File: src/rtl/dcache_port_arbiter_pkg.sv
// dcache_port_arbiter_pkg
//   Shared definitions for the two-lane data-cache port arbiter: the arbiter
//   FSM state encoding and the lane index constants.
package dcache_port_arbiter_pkg;

  // IDLE   : free to issue a request from one of the lanes
  // WAIT_R : one read is outstanding and its response is owed to a lane
  // DRAIN  : an outstanding read was flushed; its response must be dropped
  typedef enum logic [1:0] {
    IDLE   = 2'd0,
    WAIT_R = 2'd1,
    DRAIN  = 2'd2
  } arb_state_e;

  // Lane 0 carries the older instruction and wins fixed-priority arbitration.
  localparam logic LANE0 = 1'b0;
  localparam logic LANE1 = 1'b1;

endpackage

File: src/rtl/dcache_port_arbiter.sv
// dcache_port_arbiter
//   Merges the two load/store lanes onto the single data-cache port. Lane 0
//   (older) has fixed priority, except that a request already presented to the
//   cache but not yet accepted stays granted until the cache takes it. Only one
//   read may be outstanding; its response is returned to the owning lane in the
//   same cycle it arrives. A flush drops any in-flight read response.
//
// Ports
//   clock, reset        : clock and synchronous active-high reset
//   flush               : pipeline flush
//   lN_valid / lN_ready : lane request handshake (N = 0, 1)
//   lN_op, lN_addr, lN_uncached, lN_awstrb, lN_wdata : lane request fields
//   lN_rvalid, lN_rdata : lane read response
//   dc_valid / dc_ready : cache request handshake
//   dc_op, dc_addr, dc_uncached, dc_awstrb, dc_wdata : cache request fields
//   dc_rvalid, dc_rdata : cache read response
module dcache_port_arbiter
  import dcache_port_arbiter_pkg::*;
#(
  parameter int ADDR_W = 32,
  parameter int DATA_W = 32
) (
  input  logic              clock,
  input  logic              reset,
  input  logic              flush,

  input  logic              l0_valid,
  output logic              l0_ready,
  input  logic              l0_op,
  input  logic [ADDR_W-1:0] l0_addr,
  input  logic              l0_uncached,
  input  logic [3:0]        l0_awstrb,
  input  logic [DATA_W-1:0] l0_wdata,
  output logic              l0_rvalid,
  output logic [DATA_W-1:0] l0_rdata,

  input  logic              l1_valid,
  output logic              l1_ready,
  input  logic              l1_op,
  input  logic [ADDR_W-1:0] l1_addr,
  input  logic              l1_uncached,
  input  logic [3:0]        l1_awstrb,
  input  logic [DATA_W-1:0] l1_wdata,
  output logic              l1_rvalid,
  output logic [DATA_W-1:0] l1_rdata,

  output logic              dc_valid,
  input  logic              dc_ready,
  output logic              dc_op,
  output logic [ADDR_W-1:0] dc_addr,
  output logic              dc_uncached,
  output logic [3:0]        dc_awstrb,
  output logic [DATA_W-1:0] dc_wdata,
  input  logic              dc_rvalid,
  input  logic [DATA_W-1:0] dc_rdata
);

  arb_state_e state;
  logic       owner;
  logic       hold_vld;
  logic       hold_lane;

  logic       grant;
  logic       grant_valid;
  logic       issue_ok;
  logic       resp_ok;

  // A stalled request keeps its grant so the cache sees a stable request;
  // otherwise lane 0 wins. With no lane valid the grant parks on lane 0.
  always_comb begin
    grant = LANE0;
    if (hold_vld) begin
      grant = hold_lane;
    end else if (l0_valid) begin
      grant = LANE0;
    end else if (l1_valid) begin
      grant = LANE1;
    end
  end

  assign grant_valid = (grant == LANE1) ? l1_valid : l0_valid;

  // Reset is folded in so nothing handshakes during the reset cycle, even if
  // the state register still holds a busy state.
  assign issue_ok = ~reset & (state == IDLE) & ~flush;
  assign resp_ok  = ~reset & (state == WAIT_R) & ~flush & dc_rvalid;

  assign dc_valid    = issue_ok & grant_valid;
  assign dc_op       = (grant == LANE1) ? l1_op       : l0_op;
  assign dc_addr     = (grant == LANE1) ? l1_addr     : l0_addr;
  assign dc_uncached = (grant == LANE1) ? l1_uncached : l0_uncached;
  assign dc_awstrb   = (grant == LANE1) ? l1_awstrb   : l0_awstrb;
  assign dc_wdata    = (grant == LANE1) ? l1_wdata    : l0_wdata;

  assign l0_ready = issue_ok & (grant == LANE0) & dc_ready;
  assign l1_ready = issue_ok & (grant == LANE1) & dc_ready;

  assign l0_rvalid = resp_ok & (owner == LANE0);
  assign l1_rvalid = resp_ok & (owner == LANE1);
  assign l0_rdata  = dc_rdata;
  assign l1_rdata  = dc_rdata;

  // Arbiter FSM. Writes complete on acceptance and keep the FSM in IDLE;
  // reads move to WAIT_R until the response arrives. A flush while waiting
  // diverts to DRAIN so the late response is swallowed rather than delivered.
  always_ff @(posedge clock) begin
    if (reset) begin
      state     <= IDLE;
      owner     <= LANE0;
      hold_vld  <= 1'b0;
      hold_lane <= LANE0;
    end else begin
      case (state)
        IDLE: begin
          if (flush) begin
            hold_vld <= 1'b0;
          end else if (dc_valid) begin
            if (!dc_ready) begin
              hold_vld  <= 1'b1;
              hold_lane <= grant;
            end else begin
              hold_vld <= 1'b0;
              if (!dc_op) begin
                state <= WAIT_R;
                owner <= grant;
              end
            end
          end
        end
        WAIT_R: begin
          if (dc_rvalid) begin
            state <= IDLE;
          end else if (flush) begin
            state <= DRAIN;
          end
        end
        DRAIN: begin
          if (dc_rvalid) begin
            state <= IDLE;
          end
        end
        default: begin
          state <= IDLE;
        end
      endcase
    end
  end

endmodule

File: config.mk
export PLATFORM = sky130hd
export DESIGN_NAME = dcache_port_arbiter
export DESIGN_NICKNAME = d
export VERILOG_FILES = /design/src/rtl/dcache_port_arbiter_pkg.sv /design/src/rtl/dcache_port_arbiter.sv
export SDC_FILE = /design/constraint.sdc
export NUM_CORES = 1
export LEC_CHECK = 0
export BUFFER_PORTS_ARGS = -buffer_cell sky130_fd_sc_hd__buf_2
export CAP_MARGIN = 20
export CORE_AREA = 4 4 121 123
export CTS_BUF_LIST = sky130_fd_sc_hd__clkbuf_16
export DETAILED_ROUTE_END_ITERATION = 6
export DIE_AREA = 0 0 125 127
export SLEW_MARGIN = 20
export SYNTH_ARGS = -nofsm -noshare
export SYNTH_HDL_FRONTEND = slang
export SYNTH_SLANG_ARGS = --single-unit
File: constraint.sdc
create_clock -name clock -period 3.1 [get_ports clock]
set_input_delay 0.155 -clock clock [delete_from_list [all_inputs] [get_ports clock]]
set_output_delay 0.155 -clock clock [all_outputs]
set_load 0.02 [all_outputs]
# Word-level counts from Yosys, hierarchy flattened
# Index checks and enable logic that the tools add are counted.
# Widths: inputs -> output; s select.
# word_totals
reg_bits,5
latchBits,0
mem_bits_rw,0
romBits,0
inputBits,179
output_inout_bits,139
memories,0
# classes
add_sub_neg,0
multipliers,0
div_mod_pow,0
n_lt_le_gt_ge,0
n_eq_ne,8
n_shift,0
muxes,20
n_bitwise,18
reduce_logical,6
# op_table
cell,count
$mux 32,2
$mux 2,7
$and 1x1->1,12
$ne 2x2->1 const B,5
$mux 1,9
$not 1->1,6
$pmux 2 s3,1
$reduce_and 6->1,1
$reduce_and 5->1,1
$mux 4,1
$reduce_and 4->1,1
$ne 3x3->1 const B,1
$eq 2x1->1 const B,1
$eq 2x2->1 const B,1
$logic_not 2->1,1
$reduce_and 2->1,1
$reduce_bool 2->1,1

# Longest topological paths before layout
# Gate-level depths: netlist of run 1.
# depth
ltp_word,9
depth_mapped,5
mapped_depth_nobuf,4

# Worst setup path after synthesis of run 1
# Ideal clock, no wire load.
# synth_timing
path_type,register to register
startpoint,register hold_lane
endpoint,register hold_vld
setup_ps,95
t_arrival_ps,1428
slack_ps,1577
stages_incl_launch_ff,5
n_path_buf,0
synth_period_minus_slack_ps,1523
cell_sequence,dfxtp_1 > mux2_1 > o221a_2 > or4_1 > o311ai_1
# synth_via
elab_chain_len,5
# synth_lines
element,line_no,source
"start, declared",dcache_port_arbiter.sv:61,logic hold_lane;
"start signal, assigned",dcache_port_arbiter.sv:120,hold_lane <= grant;
$mux 1,dcache_port_arbiter.sv:72,if (hold_vld) begin
$mux 1,dcache_port_arbiter.sv:81,assign grant_valid = (grant == LANE1) ? l1_valid : l0_valid;
$and 1x1->1,dcache_port_arbiter.sv:88,assign dc_valid = issue_ok & grant_valid;
via dc_valid,dcache_port_arbiter.sv:47,"output logic dc_valid,"
$reduce_bool 2->1 (no line),-,
$reduce_and 2->1 (no line),-,
"end signal, assigned",dcache_port_arbiter.sv:110,hold_vld <= 1'b0;
"end signal, assigned",dcache_port_arbiter.sv:116,hold_vld <= 1'b0;
"end signal, assigned",dcache_port_arbiter.sv:119,hold_vld <= 1'b1;
"end, declared",dcache_port_arbiter.sv:60,logic hold_vld;
# The timed path passes the listed nets, and every way through them passes these cells.
# A chain may end at the register's enable or synchronous reset.

# Worst setup path in the final report of run 1
# layout_timing
startpoint,register hold_vld
endpoint,output dc_addr[25]
# layout_via
elab_chain_len,2
# layout_lines
element,line_no,source
$mux 1,dcache_port_arbiter.sv:72,
$mux 32,dcache_port_arbiter.sv:90,assign dc_addr = (grant == LANE1) ? l1_addr : l0_addr;
"end, declared",dcache_port_arbiter.sv:50,"output logic [ADDR_W-1:0] dc_addr,"
# No other way between the ends.

==> metrics.yaml, run 1 <==
status:
  outcome: "complete, no violations"
worst_setup_path:
  end_kind: "output pin"
  crit_required_ns: 2.94
  rr_worst_depth: 5
  critPathLaunchType: "register"
  crit_type: "reg2out"
  timing.rr.end: "owner"
  r2r_slack_ns: 1.26
  cp_data_arrival_time_ns: 1.83
  crit_fanout: 37
  reg2reg_from: "hold_vld"
sta:
  fmax_mhz: 504
  timing.final.crit_period_ns: 1.98
  slew_viol_final: 0
  rsz0062_at_grt: "false"
  slew_headroom_pct: 68.8
  setup_viol: 0
  tns_ns: 0
  finalClockSkew_ns: 0.00201
  worst_pin_slew_ns: 0.468
  min_period_over_period_pct: 64.0
  finalHoldViolCount: 0
final_layout:
  mostFrequentLayoutCells: "buf_2, mux2_2, nor2_1"
  area_growth_pct: 55.8
  final_common_cell: "buf_2"
  layout.nets: 517
  num_antenna_cells: 0
  drive_above_1_share_pct: 89.0
  stdcell_count: 517
min_path:
  worstHoldPathCells: 2
  hp-class: "in2reg"
  worstHoldStart: "dc_rvalid"
  min_to: "state[1]"
synthesis:
  yosysTopAreaCellShare_pct: 47.3
  synth_top_family_by_area: "multiplexers"
  yosys.area.top_type: "mux2_2"
  synthAdderAreaFrac_pct: 0
  syn_inst: 182
  synth_xor_area_share_pct: 0.534
  synth-compound-area-share_pct: 3.66
  synth.distinct_cells: 26
  synth-seq-cells: 5
  synth_area_sq_mm: 0.00164
  seq_area_frac_synth_pct: 6.10
  synth-simple-area-share_pct: 7.85
  avgSynthCellArea_sq_um: 9.02
  yosys_warnings: 0
  syn_nets: 361
  muxShareOfSynthArea_pct: 49.2
  synth_area_leaders: "mux2_2, buf_4, dfxtp_1, buf_2, nor2_1"
route:
  vias_per_cell: 3.67
  drc: 0
  initialDrtViolationCount: 49
  postRouteAntennaNets: 0
  routed_wl_mm: 7.95
  avgRoutedWirePerCell_um: 15.4
  vias: 1899
  drt_pre_antenna_iters: 3
clock_network:
  htreeDepth: 1
  clk_latency_ns: 0.23
  cts_setup_buffers: 0
  cts_root_buf: "clkbuf_16"
  cts_hold_buf: 0
  cts_buffers: 3
  tritoncts: "built"
  clk_pin_slew_ns: 0.03
  clockBufferDepth: 2
  cts_resized: 0
  clkSinkCount: 5
global_route:
  grt_usage_pct: 8.83
  gr-total-overflow: 0
  grt_pass1_wl_mm: 10.7
  antenna_found_initial: 6
  grt_pass1_vias: 1910
  grt_max_degree: 39
job:
  drv_cap: 0
floorplanning:
  rows: 43
  die_y_um: 127
  boundaryPins: 318
  die_x_um: 125
  initial_core_util_pct: 12.0
  die_area_sq_mm: 0.0159
  core_sq_mm: 0.0137
placement:
  gp_congestion: 0.717
  hpwl_mm: 7.26
  io_buffers: 221
  post-place-cells: 513
pwr:
  ir_drop_mv: 0.151
  p_total_mw: 0.683
  cellLeakagePower_nw: 1.35
  powerDensity_mw_per_mm2: 267
==> report_power, final <==
group,internal [mW],switching [mW]
Combinational,0.196,0.212
Sequential,0.0663,0.00208
Clock,0.167,0.0401
Total,0.429,0.254
==> per-stage QoR <==
| step | worst slack, ns | utilization [%] | hold slack [ns] | instance area (sq um) |
|---|---|---|---|---|
| after global routing | 0.974 | 18.7 | 0.141 | 2560 |
| after detailed placement | 1.23 | 18.1 | 0.310 | 2480 |
| after floorplan | 1.58 | - | 0.227 | 1640 |
| after CTS | 1.09 | 18.7 | 0.128 | 2560 |
| after global placement | 1.19 | 18.1 | 0.310 | 2480 |
| final | 1.12 | 18.7 | 0.132 | 2560 |
==> state kept, by name, indices dropped and copies added, names as in the netlist <==
name and flops:
owner 1, hold_vld 1, hold_lane 1, state 2
==> cells by family (layout without fill, tap and decap cells) <==
kind of cell | after synthesis | in the layout
AO/OA/AOI/OAI | 7 | 7
XOR/XNOR | 1 | 1
buffers and inverters | 76 | 231
flip-flops | 5 | 5
multiplexers | 72 | 72
AND/OR/NAND/NOR | 21 | 21
==> worst max-delay path by stage <==
stage / from / endpoint / slack (ns)
floorplan: hold_lane / hold_vld / 1.58
global placement: hold_vld / owner / 1.19
detailed placement: hold_vld / owner / 1.23
CTS: hold_vld / dc_wdata[24] / 1.09
global route: hold_vld / dc_wdata[24] / 0.97
finish: hold_vld / dc_addr[25] / 1.12
==> Yosys cell counts <==
library cell   n
mux2_2        69
buf_4         64
buf_2          8
nor2_1         7
dfxtp_1        5
inv_1          4
a21oi_1        2
and3_1         2
mux2i_1        2
nand2b_1       2
or4_1          2
a311oi_1       1
and2b_1        1
mux2_1         1
nand2_1        1
nand2_2        1
nand3_1        1
nor2b_1        1
nor3_1         1
nor3b_1        1
nor4_4         1
o221a_2        1
o2bb2ai_1      1
o311ai_1       1
o41a_2         1
xor2_1         1
==> per-layer routing <==
| metal | part of all wire [%] | wire length (um) | GRT usage, % | vias up |
|---|---|---|---|---|
| met5 | 0.55 | 44 | 0 | - |
| met4 | 3.5 | 276 | 3.06 | 8 |
| met3 | 15 | 1210 | 4.77 | 37 |
| met2 | 46 | 3630 | 14.6 | 157 |
| met1 | 35 | 2790 | 9.71 | 815 |
| li1 | - | - | - | 882 |
==> worst max-delay path, stage by stage (launching register included) <==
cell and delay, ns:
dfxtp_1 0.38, nor3b_1 0.10, a21oi_4 0.12, buf_4 0.40, mux2_2 0.41, buf_2 0.16
==> cell type report <==
class | instances | area (sq um)
fillers | 1567 | 11100
clock buffers | 3 | 75.1
repair buffers | 223 | 1120
clock inverters | 1 | 3.75
flip-flops and latches | 5 | 100
inverters | 4 | 15.0
well taps | 180 | 225
multi-input cells | 101 | 1020
(Power assumes the default switching activity.)
==> run 2, diff against run 1 <==
--- a/config.mk
+++ b/config.mk
@@ -7,10 +7,10 @@
 export LEC_CHECK = 0
 export BUFFER_PORTS_ARGS = -buffer_cell sky130_fd_sc_hd__buf_2
 export CAP_MARGIN = 20
-export CORE_AREA = 4 4 121 123
+export CORE_AREA = 4 4 122 124
 export CTS_BUF_LIST = sky130_fd_sc_hd__clkbuf_16
 export DETAILED_ROUTE_END_ITERATION = 6
-export DIE_AREA = 0 0 125 127
+export DIE_AREA = 0 0 126 128
 export SLEW_MARGIN = 20
 export SYNTH_ARGS = -nofsm -noshare
 export SYNTH_HDL_FRONTEND = slang
==> constraint.sdc (replaced) <==
create_clock -name clock -period 2.1 [get_ports clock]
set_input_delay 0.105 -clock clock [delete_from_list [all_inputs] [get_ports clock]]
set_output_delay 0.105 -clock clock [all_outputs]
set_load 0.02 [all_outputs]
==> metrics.yaml, run 2 (same netlist as run 1, synthesis figures left out) <==
floorplanning:
  boundaryPins: 318  # unchanged
  die_y_um: 128  # +0.79%
  core_sq_mm: 0.0138  # +0.79%
  die_x_um: 126  # +0.80%
  rows: 43  # unchanged
  die_area_sq_mm: 0.0161  # +1.6%
  initial_core_util_pct: 11.9  # -0.094 points
placement:
  hpwl_mm: 8.40  # +16%
  gp_congestion: 0.850  # +18%
  io_buffers: 221  # unchanged
global_route:
  gr-total-overflow: 0  # unchanged
  grt_pass1_vias: 2017  # +5.6%
  antenna_found_initial: 6  # unchanged
  grt_usage_pct: 10.2  # +1.4 points
  grt_pass1_wl_mm: 12.6  # +18%
  grt_max_degree: 55  # +41%
sta:
  min_period_over_period_pct: 90.8
  timing.final.crit_period_ns: 1.91
  fin_hold_ws_ns: 0.0743  # -0.0579 ns
  finalHoldViolCount: 0  # unchanged
  finalClockSkew_ns: 0.00291  # +0.000894 ns
  worst_pin_slew_ns: 0.349  # -0.118 ns
  fmax_mhz: 524
  slew_headroom_pct: 76.7  # +7.8 points
  slew_viol_final: 0  # unchanged
  rsz0062_at_grt: "false"
  tns_ns: 0  # unchanged
  setup_viol: 0  # unchanged
worst_setup_path:
  cp_data_arrival_time_ns: 1.80  # -0.03 ns
  rr_worst_depth: 4  # -1
  reg2reg_from: "hold_lane"
  crit_fanout: 54  # +46%
  end_kind: "output pin"
  critPathLaunchType: "register"
  crit_required_ns: 2.00  # -0.94 ns
  r2r_slack_ns: 0.50  # -0.76 ns
  timing.rr.end: "hold_vld"
  crit_type: "reg2out"
final_layout:
  drive_above_1_share_pct: 89.0  # unchanged
  layout.nets: 517  # unchanged
  final_util_pct: 18.7  # -0.019 points
  multi_input_area_sq_mm: 0.00102  # unchanged
  nFillCells: 1575  # +0.51%
  final_common_cell: "buf_2"
  final-seq-area_sq_um: 100  # unchanged
  largest_register_ffs: 2  # unchanged
  top_register: "state"
  mostFrequentLayoutCells: "buf_2, mux2_2, nor2_1"
  area_growth_pct: 56.9
route:
  avgRoutedWirePerCell_um: 17.6  # +14%
  vias: 1885  # -0.74%
  routed_wl_mm: 9.11  # +15%
  postRouteAntennaNets: 0  # unchanged
  drt_pre_antenna_iters: 4  # +1
  drc: 0  # unchanged
  vias_per_cell: 3.63  # -1.1%
  initialDrtViolationCount: 48  # -2.0%
job:
  drv_cap: 0  # unchanged
pwr:
  clkPwrFrac_pct: 29.9  # -0.4 points
  p_comb_share_pct: 60.3  # +0.6 points
  p_int_mw: 0.637  # +49%
  ir_drop_mv: 0.315  # +110%
  switching_share_pct: 38.2  # +1.1 points
  sequentialPowerShare_pct: 9.8  # -0.2 points
  p_sw_mw: 0.394  # +55%
  cellLeakagePower_nw: 1.36  # +0.42%
  powerDensity_mw_per_mm2: 401  # +50%
clock_network:
  clk_pin_slew_ns: 0.03  # about the same
  cts_resized: 0  # unchanged
  htreeDepth: 1  # unchanged
  cts_buffers: 3  # unchanged
  cts_hold_buf: 0  # unchanged
  tritoncts: "built"
  clockBufferDepth: 2  # unchanged
  cts_root_buf: "clkbuf_16"
  cts_setup_buffers: 0  # unchanged
  clk_latency_ns: 0.23  # about the same
  clkSinkCount: 5  # unchanged
min_path:
  worstHoldPathCells: 2  # unchanged
  min_to: "state[1]"
  worstHoldStart: "dc_rvalid"
  hp-class: "in2reg"
status:
  outcome: "complete, no violations"
==> run 2: cell types whose count changed in the layout (fill, tap and decap cells not counted), sizes merged <==
cell | previous run | this run
diode | 0 | 2
==> run 2: final cells by class <==
| cell class | instances | area share, % |
|---|---|---|
| antenna | 2 | 0.194 |
| clock buffer | 3 | 2.92 |
| inverter | 4 | 0.583 |
| tap | 180 | 8.75 |
| sequential | 5 | 3.89 |
| multi-input combinational | 101 | 39.5 |
| clock inverter | 1 | 0.146 |
| timing repair buffer | 223 | 44.0 |
==> run 2: worst max path at each step <==
stage,startpoint,to,slack (ns),cells past startpoint
floorplan,hold_lane,hold_vld,0.58,4
global placement,hold_vld,dc_addr[28],0.45,5
detailed placement,hold_vld,dc_addr[28],0.41,5
CTS,hold_vld,dc_addr[28],0.17,5
global route,hold_vld,dc_op,0.11,6
finish,hold_vld,dc_addr[28],0.19,5
==> run 2: power groups by stage <==
stage | registers (mW) | clock network [mW] | logic, mW
3_5_place_dp | 0.102 | 0 | 0.630
2_1_floorplan | 0.101 | 0 | 0.517
3_3_place_gp | 0.102 | 0 | 0.626
6_report | 0.101 | 0.308 | 0.622
5_1_grt | 0.101 | 0.328 | 0.669
4_1_cts | 0.101 | 0.315 | 0.633
==> run 2: worst max-delay path, stage by stage (launching register included) <==
cell and delay (ns):
dfxtp_1 0.39, nor3b_1 0.10, a21oi_4 0.18, buf_12 0.28, mux2_2 0.41, buf_2 0.17
==> run 2: per-stage QoR <==
step                power [mW]  cells  worst slack (ns)  instance area [sq um]
floorplan                0.618    182             0.577                   1640
global placement         0.728    513             0.454                   2490
detailed placement       0.732    513             0.414                   2490
CTS                       1.05    517             0.172                   2570
global route              1.10    519             0.107                   2570
finish                    1.03    519             0.193                   2570
==> run 2: routing by layer <==
| metal | track usage [%] | wire length, um | vias to the layer above |
|---|---|---|---|
| met3 | 5.67 | 1320 | 16 |
| met5 | 0 | 34 | - |
| met2 | 17.1 | 4340 | 154 |
| met4 | 1.77 | 90 | 6 |
| li1 | - | - | 887 |
| met1 | 11.6 | 3330 | 822 |
